### config.mk
export PLATFORM = sky130hd
export DESIGN_NAME = async_fifo_rd_stream
export DESIGN_NICKNAME = d
export VERILOG_FILES = /design/src/rtl/async_fifo_pkg.sv /design/src/rtl/async_fifo_rd_buf.sv /design/src/rtl/async_fifo_rd_stream.sv
export SDC_FILE = /design/constraint.sdc
export NUM_CORES = 1
export LEC_CHECK = 0
export BUFFER_PORTS_ARGS = -buffer_cell sky130_fd_sc_hd__buf_2
export CAP_MARGIN = 25
export CORE_UTILIZATION = 33
export DETAILED_ROUTE_END_ITERATION = 16
export GPL_TIMING_DRIVEN = 0
export REMOVE_ABC_BUFFERS = 1
export SYNTH_ARGS = -nofsm -noshare
export SYNTH_HDL_FRONTEND = slang
export SYNTH_SLANG_ARGS = --single-unit
### constraint.sdc
create_clock -name rd_clk -period 7.9 [get_ports rd_clk]
set_input_delay 1.58 -clock rd_clk [delete_from_list [all_inputs] [get_ports rd_clk]]
set_output_delay 1.58 -clock rd_clk [all_outputs]
set_load 0.005 [all_outputs]
### src/rtl/async_fifo_pkg.sv
// Shared sizing helper, default widths and buffer state type for the async FIFO read-side stream.
// Pointer fields are sized for up to 256 buffer entries.
package async_fifo_pkg;
    localparam int DATA_WIDTH_DEF = 8;
    localparam int BUF_DEPTH_DEF  = 4;
    localparam int PTR_W_MAX      = 8;

    function automatic int clogb2(input int value);
        int width;
        width = 0;
        for (int v = value - 1; v > 0; v = v >> 1)
            width = width + 1;
        return width;
    endfunction

    typedef struct packed {
        logic [PTR_W_MAX-1:0] wptr;
        logic [PTR_W_MAX-1:0] rptr;
        logic [PTR_W_MAX:0]   buf_cnt;
    } buf_state_t;
endpackage

### src/rtl/async_fifo_rd_buf.sv
// Circular output buffer of BUF_DEPTH registered entries with push/pop pointers and occupancy.
// Latency: a word pushed into an empty buffer is at the head on the next cycle.
// Backpressure: none internally; the caller's credits guarantee no push when full.
module async_fifo_rd_buf
    import async_fifo_pkg::*;
#(
    parameter int DATA_WIDTH = DATA_WIDTH_DEF,
    parameter int BUF_DEPTH  = BUF_DEPTH_DEF,
    parameter int CNT_WIDTH  = clogb2(BUF_DEPTH)
) (
    input  logic                  rd_clk,
    input  logic                  rst,
    input  logic                  push,
    input  logic [DATA_WIDTH-1:0] push_dat,
    input  logic                  pop,
    output logic [DATA_WIDTH-1:0] head_dat,
    output logic [CNT_WIDTH:0]    cnt
);
    localparam logic [PTR_W_MAX-1:0] PTR_MASK = PTR_W_MAX'(BUF_DEPTH - 1);
    localparam logic [PTR_W_MAX-1:0] PTR_ONE  = PTR_W_MAX'(1);
    localparam logic [PTR_W_MAX:0]   CNT_ONE  = {{PTR_W_MAX{1'b0}}, 1'b1};

    logic [DATA_WIDTH-1:0] mem [BUF_DEPTH];
    buf_state_t            st;

    always_ff @(posedge rd_clk) begin
        if (rst) begin
            st <= '0;
            for (int i = 0; i < BUF_DEPTH; i++)
                mem[i] <= '0;
        end else begin
            if (push) begin
                mem[st.wptr[CNT_WIDTH-1:0]] <= push_dat;
                st.wptr <= (st.wptr + PTR_ONE) & PTR_MASK;
            end
            if (pop)
                st.rptr <= (st.rptr + PTR_ONE) & PTR_MASK;
            // Simultaneous push and pop leaves the count alone.
            case ({push, pop})
                2'b10:   st.buf_cnt <= st.buf_cnt + CNT_ONE;
                2'b01:   st.buf_cnt <= st.buf_cnt - CNT_ONE;
                default: st.buf_cnt <= st.buf_cnt;
            endcase
        end
    end

    assign head_dat = mem[st.rptr[CNT_WIDTH-1:0]];
    assign cnt      = st.buf_cnt[CNT_WIDTH:0];
endmodule

### src/rtl/async_fifo_rd_stream.sv
// Read-side stream adapter for the async FIFO: pops on credit, buffers words, presents valid/ready.
// Latency: rd_en in the cycle empty drops, fifo_valid one cycle later, m_valid the cycle after.
// Backpressure: pops stop once in-flight plus buffered words would exceed BUF_DEPTH.
// Build option ASYNC_FIFO_RD_STAT_EN adds beat_cnt and underrun counters.
module async_fifo_rd_stream
    import async_fifo_pkg::*;
#(
    parameter int DATA_WIDTH = DATA_WIDTH_DEF,
    parameter int BUF_DEPTH  = BUF_DEPTH_DEF,
    parameter int CNT_WIDTH  = clogb2(BUF_DEPTH)
) (
    input  logic                  rd_clk,
    input  logic                  rst,
    input  logic                  drain_en,
    input  logic                  empty,
    input  logic                  almost_empty,
    input  logic                  fifo_valid,
    input  logic [DATA_WIDTH-1:0] fifo_dout,
    output logic                  rd_en,
    output logic                  m_valid,
    input  logic                  m_ready,
    output logic [DATA_WIDTH-1:0] m_data,
    output logic                  proto_err
`ifdef ASYNC_FIFO_RD_STAT_EN
   ,output logic [15:0]           beat_cnt,
    output logic [15:0]           underrun
`endif
);
    localparam int                 CW1       = CNT_WIDTH + 1;
    localparam logic [CNT_WIDTH:0] DEPTH_CNT = CW1'(BUF_DEPTH);
    localparam logic [CNT_WIDTH:0] CNT_ONE   = CW1'(1);

    logic [CNT_WIDTH:0] inflight;
    logic [CNT_WIDTH:0] buf_cnt;
    logic [CNT_WIDTH:0] credit_used;
    logic               pop;
    logic               land;
    logic               stray;
    logic               unused_almost_empty;

    assign unused_almost_empty = almost_empty;

    assign pop   = m_valid && m_ready;
    assign land  = fifo_valid && (inflight != '0);
    assign stray = fifo_valid && (inflight == '0);

    // A word leaving this cycle frees its slot for a pop in the same cycle.
    assign credit_used = inflight + buf_cnt - {{CNT_WIDTH{1'b0}}, pop};
    assign rd_en       = !rst && drain_en && !empty && (credit_used < DEPTH_CNT);
    assign m_valid     = (buf_cnt != '0);

    always_ff @(posedge rd_clk) begin
        if (rst) begin
            inflight  <= '0;
            proto_err <= 1'b0;
        end else begin
            case ({rd_en, land})
                2'b10:   inflight <= inflight + CNT_ONE;
                2'b01:   inflight <= inflight - CNT_ONE;
                default: inflight <= inflight;
            endcase
            if (stray)
                proto_err <= 1'b1;
        end
    end

    async_fifo_rd_buf #(
        .DATA_WIDTH (DATA_WIDTH),
        .BUF_DEPTH  (BUF_DEPTH),
        .CNT_WIDTH  (CNT_WIDTH)
    ) u_buf (
        .rd_clk   (rd_clk),
        .rst      (rst),
        .push     (land),
        .push_dat (fifo_dout),
        .pop      (pop),
        .head_dat (m_data),
        .cnt      (buf_cnt)
    );

`ifdef ASYNC_FIFO_RD_STAT_EN
    always_ff @(posedge rd_clk) begin
        if (rst) begin
            beat_cnt <= '0;
            underrun <= '0;
        end else begin
            if (pop)
                beat_cnt <= beat_cnt + 16'd1;
            if (drain_en && m_ready && !m_valid && empty && (underrun != 16'hFFFF))
                underrun <= underrun + 16'd1;
        end
    end
`endif
endmodule
# --- Yosys cells after proc, flatten, opt, wreduce, memory -nomap -nowiden ---
# Memory sizes are Yosys's and may differ from the RTL's. A register that Yosys moved wholly into a read port is not among the register bits.
# Cells that the tools add are included.
op_classes:
  add_sub_neg: 8
  magnitude_cmp: 1
  eq_ne: 4
  n_mux: 12
  n_reduce_logical: 14
ops:
  columns: ["operator", "n"]
  rows:
  - ["$pmux W9 S2", 1]
  - ["$add A9 B1 Y9 const B", 1]
  - ["$sub A9 B1 Y9 const B", 1]
  - ["$mux W8", 1]
  - ["$reduce_or A8 Y1", 1]
  - ["$logic_and A1 B1 Y1", 6]
  - ["$mux W1", 6]
  - ["$mux W2", 3]
  - ["$pmux W3 S2", 1]
  - ["$reduce_bool A3 Y1", 2]
  - ["$add A2 B1 Y2 const B", 2]
  - ["$eq A2 B1 Y1 const B", 2]
  - ["$eq A2 B2 Y1 const B", 2]
  - ["$reduce_bool A2 Y1", 2]
  - ["$add A3 B1 Y3 const B", 1]
  - ["$add A3 B3 Y3", 1]
  - ["$logic_not A3 Y1", 1]
  - ["$lt A3 B3 Y1 const B", 1]
  - ["$sub A3 B1 Y3", 1]
  - ["$sub A3 B1 Y3 const B", 1]
  - ["$logic_not A1 Y1", 2]
totals:
  ff_bits: 17
  ramBits: 32
  in_bits: 15
  output_inout_bits: 11
  wordCells: 45
  memories: 1
memory_table:
  columns: ["memory", "depth", "word_bits", "rd", "rd_clocked_by_memory_dff", "write_ports", "line", "text"]
  rows:
  - ["u_buf.mem", 4, 8, 1, 1, 4, "async_fifo_rd_buf.sv:23", "logic [DATA_WIDTH-1:0] mem [BUF_DEPTH];"]

# --- Depth between registers and ports, before layout ---
depth:
  depth_word: 7
  depth_mapped: 13
  ltp_nobuf: 13

# --- By module ---
# Synthesis repeated with hierarchy kept, for this count alone.
hier_totals:
  cells_unflattened: 159
  hier_area_um2: 2160.8
modules_own_cells:
  columns: ["mod", "n_inst", "cells_per_inst", "area_each_um2", "seq_area_each_um2"]
  rows:
  - ["async_fifo_rd_buf", 1, 120, 1823.0, 1141.1]
  - ["async_fifo_rd_stream", 1, 39, 337.8, 80.1]

# --- Worst setup path after synthesis ---
# No wires, ideal clock.
synth_timing:
  path_kind: "in2out"
  start: "input m_ready"
  end: "output rd_en"
  arrival_ps: 2785
  required_ps: 6320
  path_slack_ps: 3535
  path_stages: 7
  path_buffers: 0
  cell_sequence: "o31a_1 -> ha_1 -> inv_1 -> ha_1 -> and3b_1 -> o2111a_1 -> or2_1"
synth_between:
  elab_chain_cells: 4
synth_lines:
  columns: ["element", "line", "text"]
  rows:
  - ["start, declared", "async_fifo_rd_stream.sv:21", "input logic m_ready,"]
  - ["$logic_and A1 B1 Y1", "async_fifo_rd_stream.sv:43", "assign pop = m_valid && m_ready;"]
  - ["$sub A3 B1 Y3", "async_fifo_rd_stream.sv:48", "assign credit_used = inflight + buf_cnt - {{CNT_WIDTH{1'b0}}, pop};"]
  - ["$lt A3 B3 Y1", "async_fifo_rd_stream.sv:49", "assign rd_en = !rst && drain_en && !empty && (credit_used < DEPTH_CNT);"]
  - ["$logic_and A1 B1 Y1", "async_fifo_rd_stream.sv:49", null]
  - ["end, declared", "async_fifo_rd_stream.sv:19", "output logic rd_en,"]
# No other way between the ends.

# --- Worst setup path after layout ---
layout_timing:
  start: "input m_ready"
  end: "output rd_en"
layout_between:
  elab_chain_cells: 4
layout_lines:
  columns: ["element", "line", "text"]
  rows:
  - ["$logic_and A1 B1 Y1", "async_fifo_rd_stream.sv:43", null]
  - ["via pop", "async_fifo_rd_stream.sv:36", "logic pop;"]
  - ["$sub A3 B1 Y3", "async_fifo_rd_stream.sv:48", null]
  - ["$lt A3 B3 Y1", "async_fifo_rd_stream.sv:49", null]
  - ["$logic_and A1 B1 Y1", "async_fifo_rd_stream.sv:49", null]
# The timed path passes the listed nets, and every way through them passes these cells.

==> results.yml <==
status:
  outcome: "complete, no violations"
sta:
  fin_crit_ps: 4656
  clock_skew_ps: 6.442
  rsz0062_at_grt: "no"
  setup_ws_ps: 3244
  fmax_ghz: 0.2148
  worst_slew_pin_slew_ps: 884.9
  finalCritPeriodShare: 0.5894
  finalSetupViolCount: 0
  slew_headroom: 0.4088
  finalHoldViolCount: 0
  setup_tns_ps: 0
  finalMaxSlewViolations: 0
layout:
  area_growth_syn_to_layout_pct: 14.52
  drive_gt1_frac: 0.2432
  layout.nets: 206
  nFillCells: 586
  diodes: 0
  multiInputGateArea_um2: 857.1
  register_area_um2: 1221
worst_setup_path:
  crit_path_start_kind: "primary input"
  crit_family: "compound AO/OA/AOI/OAI gates"
  worstPathArrival_ps: 3080
  cp_num_buf_inv: 3
  required_ps: 6320
  critPathMaxStageDelay_ps: 250
  crit_path_end_kind: "output port"
  cp_max_fo: 3
  critPathKind: "in -> out"
  cp_slowest_cell: "ha_1"
  path_cells: "buf_2 > o31a_1 > ha_1 > inv_1 > ha_1 > and3b_1 > o2111a_1 > or2_1 > buf_2"
placed_design:
  place_ws_ps: 3246
  gp_congestion: 0.7719
  port_buffers: 24
  hpwl_um: 2542
power:
  p_leak_uw: 0.0009029
  finalPower_uw: 662.9
  ir_drop_v: 0.0001565
  power_density_nw_per_um2: 272.0
cts:
  cts.sinks: 45
  cts_htree_levels: 2
  cts_tree: "done"
  cts_buffers: 5
  cts_setup_buffers: 0
  root_buffer: "clkbuf_8"
  clk_pin_slew_ps: 80
  clkLatencyLatePin_ps: 290
  cts_hold_buf: 0
  clk_path_buf_depth: 2
  post_cts_resized: 0
route:
  drt-wirelength-per-cell_um: 14.27
  drc: 0
  first_iter_violations: 45
  dr.pass1.iters: 4
  viasPerCell: 4.727
  wl_um: 3711
  ant_nets: 0
  vias: 1229
floorplan:
  die-area_um2: 6774
  coreArea_um2: 6061
  rows: 28
  ios: 26
  start_util: 0.3512
  die_w_um: 82.31
  die_h_um: 82.31
grt:
  grt_use_total: 0.1286
  grt_max_degree: 23
  grt_pass1_vias: 1266
  overflow: 0
  antenna_found_initial: 0
  grt_pass1_wl_um: 6203
logic_synthesis:
  synth-async-reset-ratio: 0
  synth_area_um2: 2128
  synthCells: 157
  ys.flop_type: "edfxtp_1"
  synth_cell_types: 33
  avgSynthCellArea_um2: 13.56
  ys_seq_area_frac: 0.5738
  synth_edf_count: 32
  yosysWarnings: 0
  yosys_register_bits: 45
flow_run:
  drv_cap: 0
min_path:
  hold_path.class: "reg -> reg"
-- cells in the mapped netlist (3+ instances only) --
| cell type | number | area share |
|---|---|---|
| ha_1 | 5 | 0.029 |
| inv_1 | 8 | 0.014 |
| dfxtp_1 | 13 | 0.12 |
| edfxtp_1 | 32 | 0.45 |
| a21oi_1 | 5 | 0.012 |
| nor2_1 | 15 | 0.026 |
| or3_1 | 3 | 0.0088 |
| mux4_2 | 8 | 0.085 |
| xor2_1 | 6 | 0.025 |
| and2_1 | 32 | 0.094 |
-- tightest hold or removal path: cells and delay by family, from the launching register on --
family	cells	cell delay [ps]
compound gates	1	40
simple gates	1	70
flops	1	330
-- cell type report --
type	count	share of cell area
clock buffers	6	0.02977
inverters	9	0.01386
well taps	75	0.03850
flip-flops and latches	45	0.5010
repair buffers	24	0.04928
multi-input cells	99	0.3516
clock inverters	2	0.01591
-- placed cells by master, fill, tap and decap left out, types with 3 or more instances in the layout --
| master | instances |
|---|---|
| xor2_1 | 6 |
| or3_1 | 3 |
| ha_1 | 5 |
| and2_1 | 32 |
| inv_1 | 8 |
| buf_2 | 24 |
| nor2_1 | 15 |
| clkbuf_8 | 5 |
| a21oi_1 | 5 |
| edfxtp_1 | 32 |
| dfxtp_1 | 13 |
| mux4_2 | 8 |
-- per-stage QoR --
step | cells | area, µm² | util | hold slack [ps]
2_1_floorplan | 153 | 2112 | - | 460.4
3_3_place_gp | 252 | 2326 | 0.3838 | 445.0
3_5_place_dp | 252 | 2326 | 0.3838 | 460.5
4_1_cts | 260 | 2437 | 0.4021 | 483.1
5_1_grt | 260 | 2437 | 0.4021 | 522.8
6_report | 260 | 2437 | 0.4021 | 473.1
-- path summary, 6_finish.rpt --
check               startpoint     endpoint  slack [ps]  cells after the start
hold reg to reg      proto_err    proto_err         470                      2
hold / removal       proto_err    proto_err         470                      2
setup reg to reg  u_buf.cnt[0]  inflight[2]        4940                     13
setup / recovery       m_ready        rd_en        3240                      9
-- layer usage --
layer,track usage,routed length [µm],up-vias
li1,-,-,613
met1,0.1518,1753,587
met2,0.2198,1794,27
met3,0.03626,148,2
met4,0.05088,15,0
met5,0,0,-
-- power breakdown --
group	switching [µW]	internal (µW)	leakage, µW
Combinational	87.2	88.9	0.000411
Sequential	30.7	284	0.000436
Clock	77.4	95.0	0.0000554
Total	195	468	0.000903
-- cell families (layout without fill, tap and decap cells) --
group / Yosys count / in the layout / share of synthesized area
AOI/OAI and AO/OA: 15 / 15 / 0.05879
DFF: 45 / 45 / 0.5738
xor gates and xnor gates: 9 / 9 / 0.04409
adders and majority gates: 7 / 7 / 0.04821
buffers and inverters: 13 / 41 / 0.02351
muxes: 8 / 8 / 0.08465
and+or+nand+nor: 60 / 60 / 0.1670
-- state kept, by name (all words and copies together), names as in the netlist, named ones only --
| signal | flops |
|---|---|
| u_buf.mem | 32 |
| u_buf.st | 4 |
| inflight | 3 |
| u_buf.cnt | 3 |
| proto_err | 1 |
(Power assumes the default switching activity.)
